===== src/rtl/ram_arb_pkg.sv =====
// Shared types for the two-master RAM arbiter: FSM states, master ids,
// and the round-robin owner choice used by the top level.
package ram_arb_pkg;

  typedef enum logic [1:0] {
    IDLE   = 2'd0,
    ACCESS = 2'd1,
    RESP   = 2'd2
  } ArbState;

  localparam logic M0 = 1'b0;
  localparam logic M1 = 1'b1;

  // Lone requester wins; on a tie the master that was not served last wins.
  function automatic logic pick_owner(input logic [1:0] req, input logic last);
    logic who;
    if (req == 2'b11) who = ~last;
    else if (req[M1]) who = M1;
    else              who = M0;
    return who;
  endfunction

endpackage


===== src/rtl/ram_arb_port.sv =====
// Per-master front end: captures a single-cycle strobe into a request latch,
// holds it pending until the arbiter serves it, and generates rbusy/wbusy.
// A strobe is accepted when nothing is pending, or on the very edge the
// arbiter clears the pending request, so back-to-back requests lose no cycle.
module ram_arb_port
  import ram_arb_pkg::*;
#(
  parameter int AW = 14
) (
  input  logic          clk,
  input  logic          reset,
  input  logic [AW-1:0] i_addr,
  input  logic [31:0]   i_wdata,
  input  logic [3:0]    i_wmask,
  input  logic          i_rstrb,
  input  logic          i_clr,
  output logic          o_pend,
  output logic          o_pend_nxt,
  output logic          o_is_wr,
  output logic [AW-1:0] o_addr,
  output logic [31:0]   o_wdata,
  output logic [3:0]    o_wmask,
  output logic          o_rbusy,
  output logic          o_wbusy
);

  logic          r_pend;
  logic          r_is_wr;
  logic [AW-1:0] r_addr;
  logic [31:0]   r_wdata;
  logic [3:0]    r_wmask;
  logic          w_strobe;
  logic          w_accept;
  logic          w_pend_nxt;

  assign w_strobe   = i_rstrb | (|i_wmask);
  assign w_accept   = w_strobe & (~r_pend | i_clr);
  assign w_pend_nxt = ~reset & (w_accept | (r_pend & ~i_clr));

  // Pending flag and request latch; a strobe while pending is ignored.
  always_ff @(posedge clk) begin
    if (reset) begin
      r_pend  <= 1'b0;
      r_is_wr <= 1'b0;
      r_addr  <= '0;
      r_wdata <= '0;
      r_wmask <= '0;
    end else begin
      r_pend <= w_pend_nxt;
      if (w_accept) begin
        r_is_wr <= |i_wmask;
        r_addr  <= i_addr;
        r_wdata <= i_wdata;
        r_wmask <= i_wmask;
      end
    end
  end

  assign o_pend     = r_pend;
  assign o_pend_nxt = w_pend_nxt;
  assign o_is_wr    = r_is_wr;
  assign o_addr     = r_addr;
  assign o_wdata    = r_wdata;
  assign o_wmask    = r_wmask;
  assign o_rbusy    = r_pend & ~r_is_wr;
  assign o_wbusy    = r_pend & r_is_wr;

endmodule


===== src/rtl/ram_arbiter.sv =====
// Two-master round-robin arbiter in front of a single-port block RAM
// (M0 = CPU, M1 = UART loader). Optional statistics counters are built
// only when RAM_ARB_STATS_EN is defined; otherwise stat_* are tied to 0.
//
// Master handshake: a master raises m_rstrb or a nonzero m_wmask for exactly
// one cycle; the request is captured on that edge, busy (rbusy for reads,
// wbusy for writes) is high from the next cycle until the access completes,
// and for a read m_rdata is valid in the first cycle busy is low again.
module ram_arbiter
  import ram_arb_pkg::*;
#(
  parameter int AW    = 14,
  parameter int CNT_W = 16
) (
  input  logic             clk,
  input  logic             reset,
  input  logic [AW-1:0]    m_addr  [2],
  input  logic [31:0]      m_wdata [2],
  input  logic [3:0]       m_wmask [2],
  input  logic             m_rstrb [2],
  output logic [31:0]      m_rdata [2],
  output logic             m_rbusy [2],
  output logic             m_wbusy [2],
  output logic [AW-1:0]    ram_addr,
  output logic [31:0]      ram_wdata,
  output logic [3:0]       ram_wmask,
  output logic             ram_en,
  input  logic [31:0]      ram_rdata,
  output logic [CNT_W-1:0] stat_grant [2],
  output logic [CNT_W-1:0] stat_conflict,
  output ArbState          o_dbg_state
);

  ArbState       r_state;
  ArbState       w_state_nxt;
  logic          r_owner;
  logic          w_owner_nxt;
  logic          r_last;
  logic [31:0]   r_rdata [2];

  logic [1:0]    w_pend;
  logic [1:0]    w_pend_nxt;
  logic [1:0]    w_is_wr;
  logic [1:0]    w_clr;
  logic [AW-1:0] w_l_addr  [2];
  logic [31:0]   w_l_wdata [2];
  logic [3:0]    w_l_wmask [2];
  logic          w_access;
  logic          w_resp;

  assign w_access = (r_state == ACCESS) & ~reset;
  assign w_resp   = (r_state == RESP) & ~reset;

  for (genvar g = 0; g < 2; g++) begin : g_port
    assign w_clr[g] = w_access && (r_owner == 1'(g)) && w_pend[g];

    ram_arb_port #(.AW(AW)) u_port (
      .clk        (clk),
      .reset      (reset),
      .i_addr     (m_addr[g]),
      .i_wdata    (m_wdata[g]),
      .i_wmask    (m_wmask[g]),
      .i_rstrb    (m_rstrb[g]),
      .i_clr      (w_clr[g]),
      .o_pend     (w_pend[g]),
      .o_pend_nxt (w_pend_nxt[g]),
      .o_is_wr    (w_is_wr[g]),
      .o_addr     (w_l_addr[g]),
      .o_wdata    (w_l_wdata[g]),
      .o_wmask    (w_l_wmask[g]),
      .o_rbusy    (m_rbusy[g]),
      .o_wbusy    (m_wbusy[g])
    );
  end

  // State, owner and last-served registers.
  always_ff @(posedge clk) begin
    if (reset) begin
      r_state <= IDLE;
      r_owner <= M0;
      r_last  <= M1;
    end else begin
      r_state <= w_state_nxt;
      r_owner <= w_owner_nxt;
      if (r_state == ACCESS) r_last <= r_owner;
    end
  end

  // Next state and owner; decisions look at next-cycle pend so a fresh
  // strobe is served in the following cycle.
  always_comb begin
    w_state_nxt = r_state;
    w_owner_nxt = r_owner;
    case (r_state)
      IDLE: begin
        if (|w_pend_nxt) begin
          w_state_nxt = ACCESS;
          w_owner_nxt = pick_owner(w_pend_nxt, r_last);
        end
      end
      ACCESS: begin
        if (w_is_wr[r_owner]) begin
          if (|w_pend_nxt) begin
            w_state_nxt = ACCESS;
            w_owner_nxt = pick_owner(w_pend_nxt, r_owner);
          end else begin
            w_state_nxt = IDLE;
          end
        end else begin
          w_state_nxt = RESP;
        end
      end
      RESP: begin
        if (|w_pend_nxt) begin
          w_state_nxt = ACCESS;
          w_owner_nxt = pick_owner(w_pend_nxt, r_last);
        end else begin
          w_state_nxt = IDLE;
        end
      end
      default: w_state_nxt = IDLE;
    endcase
  end

  // RAM port mux: driven only during ACCESS, zero otherwise.
  always_comb begin
    ram_en    = w_access;
    ram_addr  = w_access ? w_l_addr[r_owner]  : '0;
    ram_wdata = w_access ? w_l_wdata[r_owner] : '0;
    ram_wmask = w_access ? w_l_wmask[r_owner] : '0;
  end

  // Read data passes through in RESP for the owner, otherwise holds.
  always_comb begin
    for (int i = 0; i < 2; i++) begin
      m_rdata[i] = (w_resp && (r_owner == 1'(i))) ? ram_rdata : r_rdata[i];
    end
  end

  // Hold register behind each m_rdata.
  always_ff @(posedge clk) begin
    for (int i = 0; i < 2; i++) begin
      r_rdata[i] <= reset ? '0 : m_rdata[i];
    end
  end

  assign o_dbg_state = r_state;

`ifdef RAM_ARB_STATS_EN
  logic [CNT_W-1:0] r_grant [2];
  logic [CNT_W-1:0] r_conflict;

  // Saturating grant and conflict counters.
  always_ff @(posedge clk) begin
    if (reset) begin
      r_grant[0] <= '0;
      r_grant[1] <= '0;
      r_conflict <= '0;
    end else begin
      if (w_access && (r_grant[r_owner] != '1)) begin
        r_grant[r_owner] <= r_grant[r_owner] + CNT_W'(1);
      end
      if ((w_pend == 2'b11) && (r_conflict != '1)) begin
        r_conflict <= r_conflict + CNT_W'(1);
      end
    end
  end

  // Counter outputs.
  always_comb begin
    stat_grant[0] = r_grant[0];
    stat_grant[1] = r_grant[1];
    stat_conflict = r_conflict;
  end
`else
  // Statistics disabled: outputs tied low.
  always_comb begin
    stat_grant[0] = '0;
    stat_grant[1] = '0;
    stat_conflict = '0;
  end
`endif

endmodule


===== config.mk =====
export PLATFORM = sky130hd
export DESIGN_NAME = ram_arbiter
export DESIGN_NICKNAME = d
export VERILOG_FILES = /design/src/rtl/ram_arb_pkg.sv /design/src/rtl/ram_arb_port.sv /design/src/rtl/ram_arbiter.sv
export SDC_FILE = /design/constraint.sdc
export NUM_CORES = 1
export LEC_CHECK = 0
export CAP_MARGIN = 40
export CORE_UTILIZATION = 52
export CTS_CLUSTER_SIZE = 25
export DETAILED_ROUTE_END_ITERATION = 6
export PLACE_DENSITY_LB_ADDON = 0.15
export REMOVE_ABC_BUFFERS = 1
export SLEW_MARGIN = 30
export SYNTH_ARGS = -nofsm -noshare
export SYNTH_HDL_FRONTEND = slang
export SYNTH_HIERARCHICAL = 1
export SYNTH_SLANG_ARGS = --single-unit

===== constraint.sdc =====
create_clock -name clk -period 4.2 [get_ports clk]
set_input_delay 0.84 -clock clk [delete_from_list [all_inputs] [get_ports clk]]
set_output_delay 0.84 -clock clk [all_outputs]
set_load 0.01 [all_outputs]

Yosys cells after proc, flatten, opt, wreduce, memory -nomap -nowiden
Memories as Yosys holds them, arrays and structs flattened.
Index checks and enable logic that the tools add are counted.
{"block": "word_totals", "register_bits": 108, "latch_bits": 0, "mem_bits_rw": 64, "mem_bits_ro": 0, "in_bits": 136, "out_inout_bits": 169, "word_cells": 93, "n_memories": 1}
{"block": "classes", "n_addsub": 0, "multipliers": 0, "div_mod_pow": 0, "n_lt_le_gt_ge": 2, "eq_ne": 7, "shifts": 0, "muxes": 29, "bitwise": 28, "reduce_logical": 13}
{"memory": "r_rdata", "words": 2, "width": 32, "rd": 2, "rd_ports_with_merged_regs": 0, "wr": 2, "line": "ram_arbiter.sv:39", "source": "logic [31:0] r_rdata [2];"}
{"op": "$mux 32", "n": 8}
{"op": "$mux 14", "n": 4}
{"op": "$mux 4", "n": 4}
{"op": "$and 1x1->1", "n": 12}
{"op": "$mux 1", "n": 9}
{"op": "$not 1->1", "n": 9}
{"op": "$reduce_or 4->1", "n": 2}
{"op": "$logic_and 1x1->1", "n": 6}
{"op": "$ne 2x1->1 const B", "n": 3}
{"op": "$or 1x1->1", "n": 6}
{"op": "$pmux 2 s3", "n": 1}
{"op": "$eq 2x2->1 const B", "n": 2}
{"op": "$mux 2", "n": 2}
{"op": "$reduce_and 4->1", "n": 1}
{"op": "$reduce_or 2->1", "n": 2}
{"op": "$eq 2x1->1 const B", "n": 1}
{"op": "$ge 2x2->1 const B", "n": 1}
{"op": "$logic_not 2->1", "n": 1}
{"op": "$lt 1x2->1 const B", "n": 1}
{"op": "$ne 2x2->1 const B", "n": 1}
{"op": "$not 1->2", "n": 1}
{"op": "$pmux 1 s2", "n": 1}
{"op": "$reduce_bool 2->1", "n": 1}

Logic depth before layout (Yosys ltp)
{"block": "depth", "word_depth": 13, "depth_mapped": 12}

By module
The synthesis kept the hierarchy.
{"mod": "ram_arb_port", "n_inst": 2, "cells_each": 369, "area_each_um2": 3190.6, "seq_area_each_um2": 1041.0}
{"mod": "ram_arbiter", "n_inst": 1, "cells_each": 393, "area_each_um2": 3952.5, "seq_area_each_um2": 1361.3}

Worst setup path after synthesis
No wires, ideal clock.
{"block": "synth_timing", "path_type": "input to output", "from": "input reset", "to": "output m_rdata[43] in the netlist's numbering", "arrival_ns": 1.741, "required_time_ns": 3.360, "slack_ns": 1.619, "path_stages": 3, "n_path_buf": 1, "path_cell_list": "nor4b_4 -> buf_4 -> mux2_1"}
{"item": "start, declared", "line": "ram_arbiter.sv:16", "source": "input logic reset,"}
{"item": "end, declared", "line": "ram_arbiter.sv:21", "source": "output logic [31:0] m_rdata [2],"}

==> summary.md <==
| Metric | Value |
|---|---|
| Post-DR vias/cell | `approximately 6.4` |
| Postcts setup bufs | `0` |
| Share of post-route cells with drive strength above 1 | `0.107` |
| Die Ht | `between 100 and 150 um` |
| Ys Warns | `6` |
| Num ports | `roughly 300` |
| Clock slew seen by the registers of the worst setup and hold paths | `~70 ps` |
| # setup viols final | `0` |
| Final Wtd Congestion | `~0.79` |
| Row count | `about 50` |
| Post-Syn Area | `0.0103 mm^2` |
| Asr flop ratio synth | `0` |
| Residual DRC count | `0` |
| Most frequent cells in the layout | `clkdlybuf4s50_1, nand4_1, dfxtp_1` |
| Peak supply drop | `282 uV` |
| Data arrival, critical path | `~2700 ps` |
| Critical path origin | `reset` |
| Top Family by Delay on Critical Path | `buffers and inverters` |
| First-pass GRT wire length | `approximately 50000 um` |
| Cts repair resizes | `0` |
| Critical path capture point type | `output pin` |
| Vias in the first global route | `roughly 9400` |
| Crit Path Class | `input port to output pin` |
| Core Area | `0.0195 mm^2` |
| CP required | `about 3400 ps` |
| Post-route insts no fill | `between 1500 and 2000` |
| Critical path buffers and inverters | `3` |
| Maximum capacitance violations | `0` |
| First DRT Iteration DRCs | `slightly above 800` |
| Slew HR | `0.464` |
| Final worst setup slack | `roughly 650 ps` |
| Pin count of the biggest net entering global routing | `about 140` |
| Layout net count | `approximately 1400` |
| Overflow after GRT | `0` |
| Post-synth EDFFs | `0` |
| Status | `complete, no violations` |
| Starting density of the core | `0.531` |
| Worst setup SP type | `input port` |
| Slew Viols, Final | `0` |
| Clk_skew | `13.0 ps` |
| Antenna Nets Post-Route | `0` |
| Final worst-path cycle share | `0.844` |
| CTS max path bufs | `2` |
| Avg Synthesized Cell Area | `about 9.1 um^2` |
| Seq/Total Area, Yosys | `0.333` |
| CTS Sinks | `around 170` |
| Path type of the worst min-delay path | `register to register` |
| Register area | `between 0.003 and 0.004 mm^2` |
| Final min period | `3550 ps` |
| Commonest non-fill, non-tap cell in the layout | `clkdlybuf4s50_1` |
| Dpl cells | `~1500` |
| Max H-tree Level | `4` |
| Ys flop type | `dfxtp_1` |
| Fin. Hold Viols | `0` |
| Pwr per Cell Area | `317 mW/mm^2` |
| Final Cell Area | `between 0.01 and 0.015 mm^2` |
| Die area | `just over 0.02 mm^2` |
| DR vias | `9942` |
| RSZ-0062 raised after global routing | `false` |
| CP max stage delay | `~570 ps` |
| Placed Area | `between 0.01 and 0.015 mm^2` |
| TritonCTS clock tree | `done` |
| Worst-Skew Late Latency | `roughly 430 ps` |
| Slowest stage cell, crit path | `and4bb_2` |
| Worst slew pin tran | `between 800 and 900 ps` |
| DIE WIDTH | `between 100 and 150 um` |
| Ordered cell list for the critical path | `buf_4, and4bb_2, buf_12, mux2_2, clkdlybuf4s50_1` |
| Post-Place Worst Slack | `around 640 ps` |
| Post-synth cell types | `36` |
| TritonCTS Buffers | `17` |
| Leak pwr | `4.80 nW` |
| Setup TNS Final | `0 ps` |
| DP HPWL | `between 15000 and 20000 um` |
| Multi-input logic area | `between 0.005 and 0.006 mm^2` |
| Cells after Synth | `1131` |
| Synthesis-stage register bit count | `172` |
| Cts hold-fix bufs | `0` |
| Wire per inst | `20.4 um` |
| Reg2reg start | `o_dbg_state[0]` |
| Highest Clock Rate | `282 MHz` |
| Number of port buffers | `between 200 and 300` |
| Final Power | `between 4 and 5 mW` |
| Fin util | `0.673` |
| Crit Path Max Fanout | `23` |
| Total track usage | `0.306` |
| Filler Cell Count | `1609` |
| Hold Startpoint | `g_port[0].u_port/o_wdata[28]` |
| Total Wirelength | `31900 um` |
| Drt pass-1 iters | `6` |
| Initial antenna violation count | `3` |
| Final hold slack | `497 ps` |
| Root buffer cell | `clkbuf_16` |
| Area Growth Syn to Fin | `26.8%` |
report_power, final:
group	leakage [nW]	switching, mW	total (mW)	internal, mW
clock network	0.269	0.690	1.52	0.828
registers	1.41	0.0791	1.82	1.74
logic	3.12	0.432	0.818	0.386
total	4.80	1.20	4.15	2.95
worst register-to-register path: stages, from the launching register on:
cell	delay, ps
dfxtp_1	490
nand2b_1	140
nand2b_2	420
buf_12	280
inv_1	170
and3_2	220
nand2b_4	320
buf_4	660
a41oi_1	270
nand3_1	130
final cells by class:
type	instances	share of cell area
Antenna cell	2	0.000382
Multi-Input combinational cell	800	0.451
Clock inverter	13	0.00983
Inverter	8	0.00286
Clock buffer	18	0.0328
Tap cell	265	0.0253
Timing Repair Buffer	282	0.214
Sequential cell	172	0.263
logic make-up (layout without fill, tap and decap cells):
group,Yosys count,after routing,synth area share
simple gates,515,515,0.326
buf+inv,206,321,0.114
other cells,1,50,0.000363
mux,116,116,0.131
flops,172,172,0.333
compound gates,121,121,0.0955
worst paths after layout:
kind | to | slack, ps | cells after the start
max reg2reg | g_port[0].u_port/o_addr[2] | 1050 | 9
max | m_rdata[31] | 650 | 5
min | g_port[0].u_port/o_wdata[28] | 500 | 2
min reg2reg | g_port[0].u_port/o_wdata[28] | 500 | 2
synthesized netlist by cell type, types with 2 or more instances:
cell / n / area share
and2_1: 67 / 0.041
dfxtp_1: 172 / 0.33
mux2_1: 5 / 0.0054
mux2_4: 30 / 0.044
nor2b_1: 4 / 0.0024
clkbuf_1: 87 / 0.032
mux2_2: 30 / 0.033
a41oi_1: 92 / 0.078
inv_1: 6 / 0.0022
nor4bb_1: 92 / 0.089
a31oi_1: 4 / 0.0024
buf_1: 10 / 0.0036
buf_2: 30 / 0.015
and3_1: 2 / 0.0012
nor4_4: 2 / 0.0041
nand2_1: 3 / 0.0011
nor2_1: 51 / 0.019
or4_4: 2 / 0.0022
buf_4: 51 / 0.037
o21ai_0: 3 / 0.0015
inv_2: 2 / 0.00073
buf_8: 6 / 0.0087
a211oi_1: 8 / 0.0058
nand4_1: 184 / 0.11
nand3_1: 92 / 0.045
buf_6: 14 / 0.015
a21oi_1: 11 / 0.0053
nand2b_1: 5 / 0.0030
nor3_1: 9 / 0.0044
mux2i_1: 51 / 0.049
sequential cells by signal (all words and copies together), names as in the netlist:
| register | count |
|---|---|
| r_last | 1 |
| g_port.u_port/o_wdata | 64 |
| g_port.u_port/o_is_wr | 2 |
| g_port.u_port/o_pend | 2 |
| g_port.u_port/o_wmask | 8 |
| o_dbg_state | 2 |
| r_rdata | 64 |
| g_port.u_port/o_addr | 28 |
| r_owner | 1 |
metal layers:
metal  part of all wire  track usage  vias up
met2               0.46        0.493      523
met1               0.42        0.394     4772
li1                   -            -     4596
met4              0.021        0.123        0
met5                  0            0        -
met3              0.093       0.0721       51
Power figures use the tool's default switching activity.
